--- src/rtl/aes_shiftrows_colbuf.sv ---
// Column-serial ShiftRows buffer: gathers four 32-bit columns, then replays them permuted
// one column per handshake toward MixColumns, carrying a per-block last-round flag.
module aes_shiftrows_colbuf #(
  parameter bit INVERSE = 1'b0
) (
  input  logic        clk,
  input  logic        rst,
  input  logic        in_valid,
  output logic        in_ready,
  input  logic [31:0] in_data,
  input  logic        in_last,
  output logic        out_valid,
  input  logic        out_ready,
  output logic [31:0] out_data,
  output logic [1:0]  out_col,
  output logic        out_last
);

  typedef enum logic [0:0] {StLoad, StDrain} state_e;

  state_e     state_q;
  logic [1:0] cnt_q;
  logic       last_q;
  logic [7:0] s_q [4][4];

  always_ff @(posedge clk) begin
    if (rst) begin
      state_q <= StLoad;
      cnt_q   <= 2'd0;
      last_q  <= 1'b0;
      // Zeroed so out_data is X-free straight out of reset.
      for (int r = 0; r < 4; r++) begin
        for (int c = 0; c < 4; c++) begin
          s_q[r][c] <= 8'h00;
        end
      end
    end else if (state_q == StLoad) begin
      if (in_valid) begin
        for (int r = 0; r < 4; r++) begin
          s_q[r][cnt_q] <= in_data[31-8*r -: 8];
        end
        if (cnt_q == 2'd0) begin
          last_q <= in_last;
        end
        cnt_q <= cnt_q + 2'd1;
        if (cnt_q == 2'd3) begin
          state_q <= StDrain;
        end
      end
    end else begin
      if (out_ready) begin
        cnt_q <= cnt_q + 2'd1;
        if (cnt_q == 2'd3) begin
          state_q <= StLoad;
        end
      end
    end
  end

  logic [1:0] src_col;

  // Row r of output column cnt is read from column cnt+r (forward) or cnt-r (inverse).
  always_comb begin
    out_data = 32'h0;
    src_col  = 2'd0;
    for (int r = 0; r < 4; r++) begin
      src_col = INVERSE ? (cnt_q - 2'(r)) : (cnt_q + 2'(r));
      out_data[31-8*r -: 8] = s_q[r][src_col];
    end
  end

  assign in_ready  = (state_q == StLoad);
  assign out_valid = (state_q == StDrain);
  assign out_col   = cnt_q;
  assign out_last  = last_q;

endmodule

--- config.mk ---
export PLATFORM = sky130hd
export DESIGN_NAME = aes_shiftrows_colbuf
export DESIGN_NICKNAME = d
export VERILOG_FILES = /design/src/rtl/aes_shiftrows_colbuf.sv
export SDC_FILE = /design/constraint.sdc
export NUM_CORES = 1
export LEC_CHECK = 0
export BUFFER_PORTS_ARGS = -buffer_cell sky130_fd_sc_hd__clkbuf_2
export CORE_MARGIN = 5
export CORE_UTILIZATION = 55
export CTS_CLUSTER_SIZE = 16
export DETAILED_ROUTE_END_ITERATION = 10
export PLACE_DENSITY = 0.76
export SETUP_SLACK_MARGIN = 0.5
export SYNTH_ARGS = -nofsm -noshare
export SYNTH_HDL_FRONTEND = slang
export SYNTH_SLANG_ARGS = --single-unit
--- constraint.sdc ---
create_clock -name clk -period 5.5 [get_ports clk]
set_input_delay 0.275 -clock clk [delete_from_list [all_inputs] [get_ports clk]]
set_output_delay 0.275 -clock clk [all_outputs]
set_load 0.01 [all_outputs]
==> results.json <==
{
  "status": "finished, final reports clean",
  "r2r-start": "out_col[1]",
  "num_rows": 38,
  "drcViolationCount": 0,
  "worst_pin_slew_ns": 1.009,
  "worstHoldPathType": "primary input to flip-flop",
  "finalMaxSlewViolations": 0,
  "gp_congestion": 0.7357,
  "clk_pin_slew_worst_paths_ns": 0.06,
  "post_cts_buffers": 0,
  "die-area_um2": 13200,
  "avgSynthCellArea_um2": 14.27,
  "cts_sinks": 132,
  "diodes": 0,
  "dr.pass1.iters": 4,
  "cts_inserted_buffers": 17,
  "synthToLayoutAreaGrowth_pct": 16.59,
  "ys_types": 29,
  "timing.rr.end": "s_q[0][19]",
  "crit_type": "flip-flop to primary output",
  "whs_ns": 0.01975,
  "layout.nets": 538,
  "rsz0062_at_grt": "false",
  "drive_above_1_share_pct": 31.57,
  "port_buffers": 73,
  "h-tree-depth": 4,
  "setup-tns-final_ns": 0,
  "die-width_um": 114.9,
  "max_freq_mhz": 276.1,
  "top_layer": "met4",
  "setup_viol": 0,
  "dpl-instance-area_um2": 6414,
  "hold_viol": 0,
  "grt_pass1_wl_mm": 18.95,
  "p_leak_nw": 2.940,
  "worstHoldStart": "in_data[13]",
  "wl_met2_mm": 5.958,
  "synth_top_cell_area_share_pct": 35.74,
  "crit_start": "out_col[1]",
  "crit_required_ns": 5.22,
  "final_common_cell": "nand2b_1",
  "crit_fanout": 21,
  "grt_max_degree": 95,
  "synth_edf_count": 72,
  "ir_worst_vdd_uv": 287.2,
  "ys_seq_area_share_pct": 55.59,
  "cts_tree": "yes",
  "post_drt_wl_per_cell_um": 17.88,
  "synth_area_um2": 6050,
  "coreArea_um2": 10790,
  "synth_fp_nets": 465,
  "ioPinCount": 74,
  "wl_met1_mm": 4.884,
  "antenna_left": 0,
  "crit_path_start_kind": "flip-flop",
  "post-route-period-util_pct": 65.84,
  "cts_buffer_depth": 2,
  "synth_cells": 424,
  "crit_path_end": "out_data[6]",
  "max-slew-margin-rel_pct": 32.73,
  "start_util_pct": 56.05,
  "arrival_ns": 3.35,
  "finalInstanceArea_um2": 7053,
  "ys.flop_type": "edfxtp_1",
  "rr_worst_depth": 5,
  "yosys-top-cells-area": "edfxtp_1, dfxtp_1, mux4_2",
  "antenna_found_initial": 0,
  "synthArstFlopShare_pct": 0,
  "num_vias": 3466,
  "yosysTopAreaCell": "edfxtp_1",
  "grt_overflow": 0,
  "clock_latency_ns": 0.53,
  "clock_skew_ns": 0.003907,
  "die_y_um": 114.9,
  "wl_met3_um": 620,
  "period_minus_slack_ns": 3.621,
  "grt_pass1_vias": 3683,
  "gr-usage-all-layers_pct": 19.17,
  "synth_warnings": 0,
  "cts_root_buffer": "clkbuf_8",
  "power_density_nw_per_um2": 352.1,
  "drt-initial-drc-count": 164,
  "max_cap_viol_count": 0,
  "final_cell_mix": "nand2b_1, clkbuf_2, edfxtp_1",
  "dp.final_hpwl_mm": 7.579,
  "drt_wl_total_mm": 11.62,
  "r2r_slack_ns": 2.74,
  "vias_per_cell": 5.332,
  "critPathCaptureType": "primary output",
  "synth_seq_cells": 132
}
[final cells by class]
type / instances / area, µm²
tap: 140 / 175.2
timing repair buffer: 84 / 462.9
clock buffer: 17 / 414.1
fill: 796 / 3740
clock inverter: 15 / 165.2
sequential: 132 / 3364
multi-input combinational: 243 / 2400
inverter: 19 / 71.32
[what timing repair did]
action / CTS / global route
hold buffers: 6 / 0
endpoints found under the setup margin: 0 / 0
hold endpoints to repair: 6 / 0
gates resized for setup: 0 / 0
[registers in the layout (all words and copies together), names as in the netlist]
name and flops:
s_q 128, out_col 2, out_last 1, out_valid 1
[metal layers]
layer | track usage, % | vias up
met1 | 24.53 | 1705
met3 | 5.684 | 13
li1 | - | 1673
met5 | 0 | -
met2 | 31.06 | 75
met4 | 7.199 | 0
[worst min-delay path by stage]
| stage | endpoint | slack, ns | cells after the start |
|---|---|---|---|
| after floorplan | out_last | 0.43 | 2 |
| after global placement | s_q[0][70] | 0.46 | 2 |
| after detailed placement | s_q[0][65] | 0.47 | 2 |
| after CTS | s_q[0][70] | 0.002 | 3 |
| after global routing | s_q[0][107] | 0.01 | 3 |
| final | s_q[0][69] | 0.02 | 3 |
[logic make-up after synthesis]
group / after synthesis / synth area share (%)
and+or+nand+nor: 145 / 16.73
DFF: 132 / 55.59
muxes: 92 / 21.86
buffers and inverters: 49 / 4.736
adders and majority gates: 4 / 0.8273
AOI/OAI and AO/OA: 2 / 0.2481
[where the power goes]
part	total [mW]	internal [mW]	switching, mW	leakage (nW)
registers	1.12	1.10	0.0236	1.24
logic	0.267	0.125	0.142	1.43
clock network	1.09	0.683	0.411	0.273
[stage by stage]
step	utilization (%)	std cells	power (mW)	worst slack (ns)
after floorplan	-	424	1.326	3.317
after global placement	59.43	612	1.403	2.406
after detailed placement	59.43	612	1.412	2.341
after CTS	65.35	650	2.510	1.763
after global routing	65.35	650	2.582	1.663
final	65.35	650	2.484	1.879
[synthesized netlist by cell type, drive strengths merged (2+ instances only)]
cell and instances:
nand2b 82, edfxtp 72, dfxtp 60, mux2i 59
and2 32, mux4 32, buf 22, inv 19
clkbuf 8, nor3 8, nor3b 8, and4bb 4
ha 4, nand3b 2, nand4bb 2, or2 2
[critical path, stage by stage (launching register included)]
cell and delay (ns):
dfxtp_1 0.98, inv_1 0.16, ha_1 0.93, mux4_2 0.60, clkbuf_2 0.14
Note: power is estimated with default switching activity, not from simulation.
